--- src/rtl/load_store_buffer_if.sv ---
// Bus bundle between the issue stage / CDB and the load-store buffer, plus
// the buffer's request ports toward the memory address unit.
interface load_store_buffer_if;
  // Issue side
  logic        issue_valid;
  logic        issue_is_store;
  logic [3:0]  issue_base_tag;
  logic [31:0] issue_base_val;
  logic [3:0]  issue_data_tag;
  logic [31:0] issue_data_val;
  logic [31:0] issue_imm;
  logic        issue_ready;
  logic [3:0]  issue_tag;
  // Common data bus
  logic        cdb_valid;
  logic [3:0]  cdb_tag;
  logic [31:0] cdb_data;
  // Address unit request ports
  logic        load1_valid;
  logic        load2_valid;
  logic [3:0]  load1_tag;
  logic [3:0]  load2_tag;
  logic [31:0] load1_addr;
  logic [31:0] load2_addr;
  logic        store1_valid;
  logic        store2_valid;
  logic [31:0] store1_addr;
  logic [31:0] store2_addr;
  logic [31:0] store1_data;
  logic [31:0] store2_data;

  // Environment side: drives issue/CDB, observes requests
  modport master (
    output issue_valid, issue_is_store, issue_base_tag, issue_base_val,
           issue_data_tag, issue_data_val, issue_imm,
           cdb_valid, cdb_tag, cdb_data,
    input  issue_ready, issue_tag,
           load1_valid, load2_valid, load1_tag, load2_tag, load1_addr, load2_addr,
           store1_valid, store2_valid, store1_addr, store2_addr, store1_data, store2_data
  );

  // Buffer side
  modport slave (
    input  issue_valid, issue_is_store, issue_base_tag, issue_base_val,
           issue_data_tag, issue_data_val, issue_imm,
           cdb_valid, cdb_tag, cdb_data,
    output issue_ready, issue_tag,
           load1_valid, load2_valid, load1_tag, load2_tag, load1_addr, load2_addr,
           store1_valid, store2_valid, store1_addr, store2_addr, store1_data, store2_data
  );
endinterface

--- src/rtl/load_store_buffer.sv ---
// Two-load / two-store buffer. Entries wait on their operands via CDB snooping,
// form base+imm addresses, and present requests to the address unit while
// keeping stores in program order and holding loads behind older stores.
module load_store_buffer #(
  parameter logic [3:0] LOAD1_TAG = 4'd5,
  parameter logic [3:0] LOAD2_TAG = 4'd6
) (
  input  logic                  clk,
  input  logic                  reset,
  load_store_buffer_if.slave    bus
);

  // Load entry state
  logic [1:0]  ld_valid_r;
  logic [3:0]  ld_base_tag_r   [2];
  logic [31:0] ld_base_val_r   [2];
  logic [31:0] ld_imm_r        [2];
  logic [31:0] ld_addr_r       [2];
  logic [1:0]  ld_addr_ready_r;
  logic [1:0]  ld_mask_r       [2];

  // Store entry state
  logic [1:0]  st_valid_r;
  logic [3:0]  st_base_tag_r   [2];
  logic [31:0] st_base_val_r   [2];
  logic [3:0]  st_data_tag_r   [2];
  logic [31:0] st_data_val_r   [2];
  logic [31:0] st_imm_r        [2];
  logic [31:0] st_addr_r       [2];
  logic [1:0]  st_addr_ready_r;
  logic        st_oldest_r;

  // Decode
  logic [1:0]  ld_req_s;
  logic [1:0]  st_req_s;
  logic [1:0]  ld_perform_s;
  logic [1:0]  st_perform_s;
  logic [1:0]  st_live_s;
  logic        issue_ready_s;
  logic        ld_alloc_s;
  logic        st_alloc_s;
  logic        accept_ld_s;
  logic        accept_st_s;
  logic [3:0]  issue_tag_s;
  logic        st_oldest_nxt_s;

  function automatic logic [3:0] ld_tag_of(input logic idx);
    return idx ? LOAD2_TAG : LOAD1_TAG;
  endfunction

  // True when a pending operand tag is being broadcast on the CDB right now
  function automatic logic cdb_hit(input logic [3:0] tag, input logic cv, input logic [3:0] ct);
    return (tag != 4'd0) && cv && (ct == tag);
  endfunction

  // Request, perform, allocation and age-pointer decode from current state
  always_comb begin
    ld_req_s     = 2'b00;
    st_req_s     = 2'b00;
    ld_perform_s = 2'b00;
    for (int i = 0; i < 2; i++) begin
      ld_req_s[i]     = ld_valid_r[i] && ld_addr_ready_r[i] && (ld_mask_r[i] == 2'b00);
      st_req_s[i]     = st_valid_r[i] && st_addr_ready_r[i] && (st_data_tag_r[i] == 4'd0)
                        && (st_oldest_r == 1'(i));
      ld_perform_s[i] = ld_valid_r[i] && bus.cdb_valid && (bus.cdb_tag == ld_tag_of(1'(i)));
    end
    // The address unit serves loads first, so a store only completes on a load-free edge
    if (ld_req_s == 2'b00) begin
      st_perform_s = st_req_s;
    end else begin
      st_perform_s = 2'b00;
    end
    st_live_s     = st_valid_r & ~st_perform_s;
    issue_ready_s = bus.issue_is_store ? ~(&st_valid_r) : ~(&ld_valid_r);
    ld_alloc_s    = ld_valid_r[0];
    st_alloc_s    = st_valid_r[0];
    accept_ld_s   = bus.issue_valid && issue_ready_s && !bus.issue_is_store;
    accept_st_s   = bus.issue_valid && issue_ready_s && bus.issue_is_store;
    if (!bus.issue_is_store && issue_ready_s) begin
      issue_tag_s = ld_tag_of(ld_alloc_s);
    end else begin
      issue_tag_s = 4'd0;
    end
    // Oldest pointer follows the surviving store, or the next store to arrive
    if (accept_st_s && (st_live_s == 2'b00)) begin
      st_oldest_nxt_s = st_alloc_s;
    end else if (st_perform_s[st_oldest_r] && st_live_s[~st_oldest_r]) begin
      st_oldest_nxt_s = ~st_oldest_r;
    end else if (st_perform_s[st_oldest_r]) begin
      st_oldest_nxt_s = 1'b0;
    end else begin
      st_oldest_nxt_s = st_oldest_r;
    end
  end

  // Load entries: allocate, snoop base, form address, drain store mask, free on CDB
  always_ff @(posedge clk) begin
    if (reset) begin
      ld_valid_r      <= 2'b00;
      ld_addr_ready_r <= 2'b00;
      for (int i = 0; i < 2; i++) begin
        ld_base_tag_r[i] <= 4'd0;
        ld_base_val_r[i] <= 32'd0;
        ld_imm_r[i]      <= 32'd0;
        ld_addr_r[i]     <= 32'd0;
        ld_mask_r[i]     <= 2'b00;
      end
    end else begin
      for (int i = 0; i < 2; i++) begin
        if (accept_ld_s && (ld_alloc_s == 1'(i))) begin
          ld_valid_r[i]      <= 1'b1;
          ld_addr_ready_r[i] <= 1'b0;
          ld_imm_r[i]        <= bus.issue_imm;
          ld_mask_r[i]       <= st_live_s;
          if (cdb_hit(bus.issue_base_tag, bus.cdb_valid, bus.cdb_tag)) begin
            ld_base_tag_r[i] <= 4'd0;
            ld_base_val_r[i] <= bus.cdb_data;
          end else begin
            ld_base_tag_r[i] <= bus.issue_base_tag;
            ld_base_val_r[i] <= bus.issue_base_val;
          end
        end else if (ld_valid_r[i]) begin
          ld_mask_r[i] <= ld_mask_r[i] & ~st_perform_s;
          if (cdb_hit(ld_base_tag_r[i], bus.cdb_valid, bus.cdb_tag)) begin
            ld_base_tag_r[i] <= 4'd0;
            ld_base_val_r[i] <= bus.cdb_data;
          end
          if ((ld_base_tag_r[i] == 4'd0) && !ld_addr_ready_r[i]) begin
            ld_addr_r[i]       <= ld_base_val_r[i] + ld_imm_r[i];
            ld_addr_ready_r[i] <= 1'b1;
          end
          if (ld_perform_s[i]) begin
            ld_valid_r[i]      <= 1'b0;
            ld_addr_ready_r[i] <= 1'b0;
          end
        end
      end
    end
  end

  // Store entries: allocate, snoop base and data, form address, free when performed
  always_ff @(posedge clk) begin
    if (reset) begin
      st_valid_r      <= 2'b00;
      st_addr_ready_r <= 2'b00;
      st_oldest_r     <= 1'b0;
      for (int i = 0; i < 2; i++) begin
        st_base_tag_r[i] <= 4'd0;
        st_base_val_r[i] <= 32'd0;
        st_data_tag_r[i] <= 4'd0;
        st_data_val_r[i] <= 32'd0;
        st_imm_r[i]      <= 32'd0;
        st_addr_r[i]     <= 32'd0;
      end
    end else begin
      st_oldest_r <= st_oldest_nxt_s;
      for (int i = 0; i < 2; i++) begin
        if (accept_st_s && (st_alloc_s == 1'(i))) begin
          st_valid_r[i]      <= 1'b1;
          st_addr_ready_r[i] <= 1'b0;
          st_imm_r[i]        <= bus.issue_imm;
          if (cdb_hit(bus.issue_base_tag, bus.cdb_valid, bus.cdb_tag)) begin
            st_base_tag_r[i] <= 4'd0;
            st_base_val_r[i] <= bus.cdb_data;
          end else begin
            st_base_tag_r[i] <= bus.issue_base_tag;
            st_base_val_r[i] <= bus.issue_base_val;
          end
          if (cdb_hit(bus.issue_data_tag, bus.cdb_valid, bus.cdb_tag)) begin
            st_data_tag_r[i] <= 4'd0;
            st_data_val_r[i] <= bus.cdb_data;
          end else begin
            st_data_tag_r[i] <= bus.issue_data_tag;
            st_data_val_r[i] <= bus.issue_data_val;
          end
        end else if (st_valid_r[i]) begin
          if (cdb_hit(st_base_tag_r[i], bus.cdb_valid, bus.cdb_tag)) begin
            st_base_tag_r[i] <= 4'd0;
            st_base_val_r[i] <= bus.cdb_data;
          end
          if (cdb_hit(st_data_tag_r[i], bus.cdb_valid, bus.cdb_tag)) begin
            st_data_tag_r[i] <= 4'd0;
            st_data_val_r[i] <= bus.cdb_data;
          end
          if ((st_base_tag_r[i] == 4'd0) && !st_addr_ready_r[i]) begin
            st_addr_r[i]       <= st_base_val_r[i] + st_imm_r[i];
            st_addr_ready_r[i] <= 1'b1;
          end
          if (st_perform_s[i]) begin
            st_valid_r[i]      <= 1'b0;
            st_addr_ready_r[i] <= 1'b0;
          end
        end
      end
    end
  end

  assign bus.issue_ready  = issue_ready_s;
  assign bus.issue_tag    = issue_tag_s;
  assign bus.load1_valid  = ld_req_s[0];
  assign bus.load2_valid  = ld_req_s[1];
  assign bus.load1_tag    = LOAD1_TAG;
  assign bus.load2_tag    = LOAD2_TAG;
  assign bus.load1_addr   = ld_addr_r[0];
  assign bus.load2_addr   = ld_addr_r[1];
  assign bus.store1_valid = st_req_s[0];
  assign bus.store2_valid = st_req_s[1];
  assign bus.store1_addr  = st_addr_r[0];
  assign bus.store2_addr  = st_addr_r[1];
  assign bus.store1_data  = st_data_val_r[0];
  assign bus.store2_data  = st_data_val_r[1];

endmodule

--- src/flat_wrapper.sv ---
// flat-port wrapper written by rule: the top's interface ports become plain ports
module load_store_buffer_flat 
#(
  parameter logic [3:0] LOAD1_TAG = 4'd5,
  parameter logic [3:0] LOAD2_TAG = 4'd6
)
  (clk, reset, bus_issue_valid, bus_issue_is_store, bus_issue_base_tag, bus_issue_base_val, bus_issue_data_tag, bus_issue_data_val, bus_issue_imm, bus_cdb_valid, bus_cdb_tag, bus_cdb_data, bus_issue_ready, bus_issue_tag, bus_load1_valid, bus_load2_valid, bus_load1_tag, bus_load2_tag, bus_load1_addr, bus_load2_addr, bus_store1_valid, bus_store2_valid, bus_store1_addr, bus_store2_addr, bus_store1_data, bus_store2_data);
  load_store_buffer_if bus_i ();
  input  logic clk;
  input  logic reset;
  input wire logic [$bits(bus_i.issue_valid)-1:0] bus_issue_valid;
  input wire logic [$bits(bus_i.issue_is_store)-1:0] bus_issue_is_store;
  input wire logic [$bits(bus_i.issue_base_tag)-1:0] bus_issue_base_tag;
  input wire logic [$bits(bus_i.issue_base_val)-1:0] bus_issue_base_val;
  input wire logic [$bits(bus_i.issue_data_tag)-1:0] bus_issue_data_tag;
  input wire logic [$bits(bus_i.issue_data_val)-1:0] bus_issue_data_val;
  input wire logic [$bits(bus_i.issue_imm)-1:0] bus_issue_imm;
  input wire logic [$bits(bus_i.cdb_valid)-1:0] bus_cdb_valid;
  input wire logic [$bits(bus_i.cdb_tag)-1:0] bus_cdb_tag;
  input wire logic [$bits(bus_i.cdb_data)-1:0] bus_cdb_data;
  output wire logic [$bits(bus_i.issue_ready)-1:0] bus_issue_ready;
  output wire logic [$bits(bus_i.issue_tag)-1:0] bus_issue_tag;
  output wire logic [$bits(bus_i.load1_valid)-1:0] bus_load1_valid;
  output wire logic [$bits(bus_i.load2_valid)-1:0] bus_load2_valid;
  output wire logic [$bits(bus_i.load1_tag)-1:0] bus_load1_tag;
  output wire logic [$bits(bus_i.load2_tag)-1:0] bus_load2_tag;
  output wire logic [$bits(bus_i.load1_addr)-1:0] bus_load1_addr;
  output wire logic [$bits(bus_i.load2_addr)-1:0] bus_load2_addr;
  output wire logic [$bits(bus_i.store1_valid)-1:0] bus_store1_valid;
  output wire logic [$bits(bus_i.store2_valid)-1:0] bus_store2_valid;
  output wire logic [$bits(bus_i.store1_addr)-1:0] bus_store1_addr;
  output wire logic [$bits(bus_i.store2_addr)-1:0] bus_store2_addr;
  output wire logic [$bits(bus_i.store1_data)-1:0] bus_store1_data;
  output wire logic [$bits(bus_i.store2_data)-1:0] bus_store2_data;
  assign bus_i.issue_valid = bus_issue_valid;
  assign bus_i.issue_is_store = bus_issue_is_store;
  assign bus_i.issue_base_tag = bus_issue_base_tag;
  assign bus_i.issue_base_val = bus_issue_base_val;
  assign bus_i.issue_data_tag = bus_issue_data_tag;
  assign bus_i.issue_data_val = bus_issue_data_val;
  assign bus_i.issue_imm = bus_issue_imm;
  assign bus_i.cdb_valid = bus_cdb_valid;
  assign bus_i.cdb_tag = bus_cdb_tag;
  assign bus_i.cdb_data = bus_cdb_data;
  assign bus_issue_ready = bus_i.issue_ready;
  assign bus_issue_tag = bus_i.issue_tag;
  assign bus_load1_valid = bus_i.load1_valid;
  assign bus_load2_valid = bus_i.load2_valid;
  assign bus_load1_tag = bus_i.load1_tag;
  assign bus_load2_tag = bus_i.load2_tag;
  assign bus_load1_addr = bus_i.load1_addr;
  assign bus_load2_addr = bus_i.load2_addr;
  assign bus_store1_valid = bus_i.store1_valid;
  assign bus_store2_valid = bus_i.store2_valid;
  assign bus_store1_addr = bus_i.store1_addr;
  assign bus_store2_addr = bus_i.store2_addr;
  assign bus_store1_data = bus_i.store1_data;
  assign bus_store2_data = bus_i.store2_data;
  load_store_buffer #(.LOAD1_TAG(LOAD1_TAG), .LOAD2_TAG(LOAD2_TAG)) u_core (.clk(clk), .reset(reset), .bus(bus_i));
endmodule
--- config.mk ---
export PLATFORM = sky130hd
export DESIGN_NAME = load_store_buffer_flat
export DESIGN_NICKNAME = d
export VERILOG_FILES = /design/src/rtl/load_store_buffer_if.sv /design/src/rtl/load_store_buffer.sv /design/src/flat_wrapper.sv
export SDC_FILE = /design/constraint.sdc
export NUM_CORES = 1
export LEC_CHECK = 0
export BUFFER_PORTS_ARGS = -buffer_cell sky130_fd_sc_hd__buf_4
export CAP_MARGIN = 0
export CORE_MARGIN = 5
export CORE_UTILIZATION = 53
export CTS_CLUSTER_DIAMETER = 200
export CTS_CLUSTER_SIZE = 8
export DETAILED_ROUTE_END_ITERATION = 16
export GPL_ROUTABILITY_DRIVEN = 0
export PLACE_DENSITY = 0.8
export SLEW_MARGIN = 30
export SYNTH_ARGS = -nofsm -noshare
export SYNTH_HDL_FRONTEND = slang
export SYNTH_SLANG_ARGS = --single-unit
export TNS_END_PERCENT = 10
--- constraint.sdc ---
create_clock -name clk -period 2.7 [get_ports clk]
set_input_delay 0.27 -clock clk [delete_from_list [all_inputs] [get_ports clk]]
set_output_delay 0.27 -clock clk [all_outputs]
set_load 0.05 [all_outputs]
==> Flow_metrics.wiki <==
{| class="wikitable"
! Metric !! Value
|-
| Status || finished, violations left
|-
| Failing checks || negative setup slack
|-
| Cell depth of the worst flop-to-flop path || 10
|-
| Endpoint with the worst hold slack || u_core.st_base_val_r[1][16]
|-
| Placed cells || 3215
|-
| Drt via density || 6.31
|-
| Max-cap violation count || 0
|-
| Data arrival at the endpoint of the critical path || 3.29 ns
|-
| Number of rows in the core area || 80
|-
| I/O Pins || 354
|-
| Largest clock skew in the final design || 0.0245 ns
|-
| Syn Inst Count || 2210
|-
| Number of hold violations in the final report || 0
|-
| Share of the clock period used by the worst path || 110%
|-
| Buffer levels on the longest clock path || 3
|-
| Initial core utilization || 53.3%
|-
| FF+latch count, synth || about 490
|-
| TritonCTS clock tree || built
|-
| Hold/Removal Path Class || primary input to flop
|-
| Pwr dens || 645 nW/um^2
|-
| Final nets || roughly 3000
|-
| Clock-pin slew on the worst setup and hold paths || 0.05 ns
|-
| Fraction of final layout cells sized beyond drive strength 1 || 25.6%
|-
| Detailed Routing Iterations Pass 1 || 6
|-
| Category of the critical setup timing path || flop to flop
|-
| Worst IR Drop VDD || between 0.4 and 0.5 mV
|-
| Initial antenna violation count || 11
|-
| Crit path largest cell delay || about 0.48 ns
|-
| Netlist cell types || 80
|-
| Worst-case register-to-register setup slack || -0.27 ns
|-
| Total standard cell area after synthesis || 25300 um^2
|-
| TritonCTS Sinks || 485
|-
| Buffers and inverters on the worst path || 0
|-
| Area of the die || around 52000 um^2
|-
| Total number of vias || 21100
|-
| Fill cell total of the finished layout || 3280
|-
| Area share of the largest cell type after synthesis || 56.5%
|-
| Post-Syn Area per Cell || between 10 and 15 um^2
|-
| ANT nets after route || 0
|-
| Number of gates on the worst path with buffers counted || 10
|-
| Hold Path Cell Cnt || 2
|-
| Quantity of I/O buffers inserted on ports || about 340
|-
| Worst-margin pin slew || 0.810 ns
|-
| Area of the core region || 47400 um^2
|-
| Peak fanout along the critical path || 3
|-
| Top_reg_cell synth || edfxtp_1
|-
| Minimum clock period after layout || between 2 and 3 ns
|-
| First-pass GRT wire length || 125000 um
|-
| Most frequently used cell type in the post-synthesis netlist || edfxtp_1
|-
| Wirelength, routed || 84400 um
|-
| Area Overhead vs Synth || 28.5%
|-
| Relative max-transition margin || 45.9%
|-
| Worst reg2reg endpoint || u_core.st_addr_r[0][31]
|-
| Max-slew violation total from the final report || 0
|-
| Root buffer cell || clkbuf_16
|-
| Number of enable flip-flop cells after synthesis || 476
|-
| Post-detailed-placement half-perimeter wirelength || 61100 um
|-
| Number of synthesis warnings || 0
|-
| Worst-path cell with the longest stage delay || nor4_1
|-
| Worst-Skew Late Latency || ~0.59 ns
|-
| RSZ-0062 raised after global routing || true
|-
| Overall overflow remaining after global route || 0
|-
| Leading cell types by total area after synthesis || edfxtp_1 56%, ha_1 6.1%, nand2_1 4.3%, a21oi_1 4.2%, a22o_1 3.3%
|-
| Critical Path End Type || flop
|-
| Initial DRC Count || 2747
|-
| Vias in the first global route || 21500
|-
| Tot GR Track Use || 31.2%
|-
| Cell leakage power || 13.6 nW
|-
| Critical register-to-register path startpoint || u_core.st_base_val_r[0][2]
|-
| Largest area contributor in the netlist || edfxtp_1
|-
| Critical path required time || 3.02 ns
|-
| Average routed wire per standard cell || 25.2 um
|-
| Total negative setup slack || -4.63 ns
|-
| CP delay by family, top || simple AND/OR/NAND/NOR gates
|-
| Share of async-settable or async-resettable flops after synthesis || 0%
|-
| Achievable clock frequency || around 340 MHz
|-
| Worst path cell trace || ha_4 > o211ai_1 > o211ai_1 > a41oi_2 > nor2_2 > a21oi_2 > nor4_1 > nor4_1 > xnor2_1 > nor2_1
|-
| Hold path startpoint || bus_issue_base_val[16]
|-
| List of most frequent post-synthesis cells || 476 x edfxtp_1, 292 x nand2_1, 212 x a21oi_1
|-
| Final routed DRC violation total || 0
|-
| Post-route non-filler standard cell count || 3346
|-
| Minimum setup slack after placement || -0.352 ns
|-
| Worst setup SP type || flop
|-
| H-tree level count || 3
|-
| Number of failing setup endpoints in the final timing report || 39
|-
| Sequential element share of the synthesized area || 57.2%
|-
| Die span in x || 229 um
|-
| Die Y-Extent || 229 um
|-
| Maximum number of pins on one net before global-route repair || 37
|-
| Setup slack after layout || -0.269 ns
|-
| Cts bufs inserted || 70
|}
[stage by stage]
stage	hold WS, ns	util, %	area (um^2)	power, W
finish	0.0187	68.5	32500	0.0210
global route	0.0198	68.5	32500	0.0216
CTS	0.00106	67.9	32200	0.0209
detailed placement	0.546	62.6	29700	0.0128
global placement	0.526	62.6	29700	0.0127
floorplan	0.459	-	25400	0.0113
[registers in the layout, indices dropped and copies added, names as in the netlist]
name and count:
u_core.ld_addr_r 64, u_core.ld_base_val_r 64, u_core.ld_imm_r 64, u_core.st_addr_r 64, u_core.st_base_val_r 64, u_core.st_data_val_r 64
u_core.st_imm_r 64, u_core.ld_base_tag_r 8, u_core.st_base_tag_r 8, u_core.st_data_tag_r 8, u_core.ld_mask_r 4, u_core.ld_addr_ready_r 2
u_core.ld_valid_r 2, u_core.st_addr_ready_r 2, u_core.st_valid_r 2, u_core.st_oldest_r 1
[cells in the final DEF (no fill, tap or decap), types with 10 or more instances in the layout]
cell type,instances
edfxtp_1,476
nand4_1,11
nand2b_1,14
inv_1,24
a21oi_1,200
a31oi_1,16
clkbuf_1,14
nor4_1,11
nor3_1,41
xnor2_1,66
buf_12,19
a21o_1,68
or2_2,10
a21oi_2,13
nor2b_1,10
o21ai_2,10
a22o_1,96
nor2_1,170
nand3_1,25
and2_1,107
o21a_1,14
o21bai_1,18
clkbuf_16,75
xor2_1,61
o21ai_0,44
and3_1,10
nand2_1,290
ha_1,113
buf_4,478
dlygate4sd3_1,27
[cell families after synthesis]
kind of cell	Yosys count	synth area share, %
adder cells (fa/ha/maj)	128	6.45
flip-flops	485	57.2
multiplexers	2	0.0841
buffers and inverters	132	2.17
AO/OA/AOI/OAI	581	15.6
XOR/XNOR	135	4.67
other	2	0.0297
AND/OR/NAND/NOR	745	13.8
[report_power, final]
part | switching [W] | internal, W | leakage (nW) | total [W]
clock | 0.00313 | 0.00493 | 0.958 | 0.00805
sequential | 0.000221 | 0.00877 | 5.06 | 0.00899
combinational | 0.00249 | 0.00144 | 7.55 | 0.00393
total | 0.00584 | 0.0151 | 13.6 | 0.0210
[worst register-to-register path, delay by kind of cell, from the launching register on]
| family | cells | cell delay, ns |
|---|---|---|
| xor gates and xnor gates | 1 | 0.18 |
| and+or+nand+nor | 4 | 0.90 |
| AOI/OAI and AO/OA | 4 | 0.87 |
| adders and majority gates | 1 | 0.31 |
| DFF | 1 | 0.43 |
[worst max path at each step]
| stage | from | slack [ns] | to |
|---|---|---|---|
| after floorplan | u_core.st_imm_r[0][32] | -0.08 | u_core.st_addr_r[0][58] |
| after global placement | u_core.st_imm_r[0][32] | -0.30 | u_core.st_addr_r[0][58] |
| after detailed placement | u_core.st_imm_r[0][0] | -0.35 | u_core.st_addr_r[0][22] |
| after CTS | u_core.st_base_val_r[1][0] | -0.22 | u_core.st_addr_r[0][58] |
| after global routing | u_core.ld_imm_r[0][32] | -0.39 | u_core.ld_addr_r[0][56] |
| final | u_core.st_base_val_r[0][2] | -0.27 | u_core.st_addr_r[0][31] |
[per-layer routing]
layer | wire length [um] | part of all wire (%) | global-route usage, %
met2 | 39000 | 46 | 50.4
met3 | 9760 | 12 | 8.48
met1 | 28500 | 34 | 36.1
met4 | 7080 | 8.4 | 21.7
met5 | 85 | 0.10 | 0
[cell type report]
type	instances	area, um^2	share of cell area [%]
diodes	4	10.0	0.0308
clock buffers	89	1930	5.93
clock inverters	3	37.5	0.115
inverters	25	93.8	0.289
multi-input cells	1600	10900	33.7
flip-flops and latches	485	14500	44.5
well taps	615	769	2.37
repair buffers	525	4250	13.1
[what timing repair did]
item,CTS,global route
endpoints found under the setup margin,65,65
hold endpoints to repair,34,0
hold buffers,27,0
setup buffers,4,4
resized for setup,44,38
pin swaps,32,23
(Power assumes the default switching activity.)
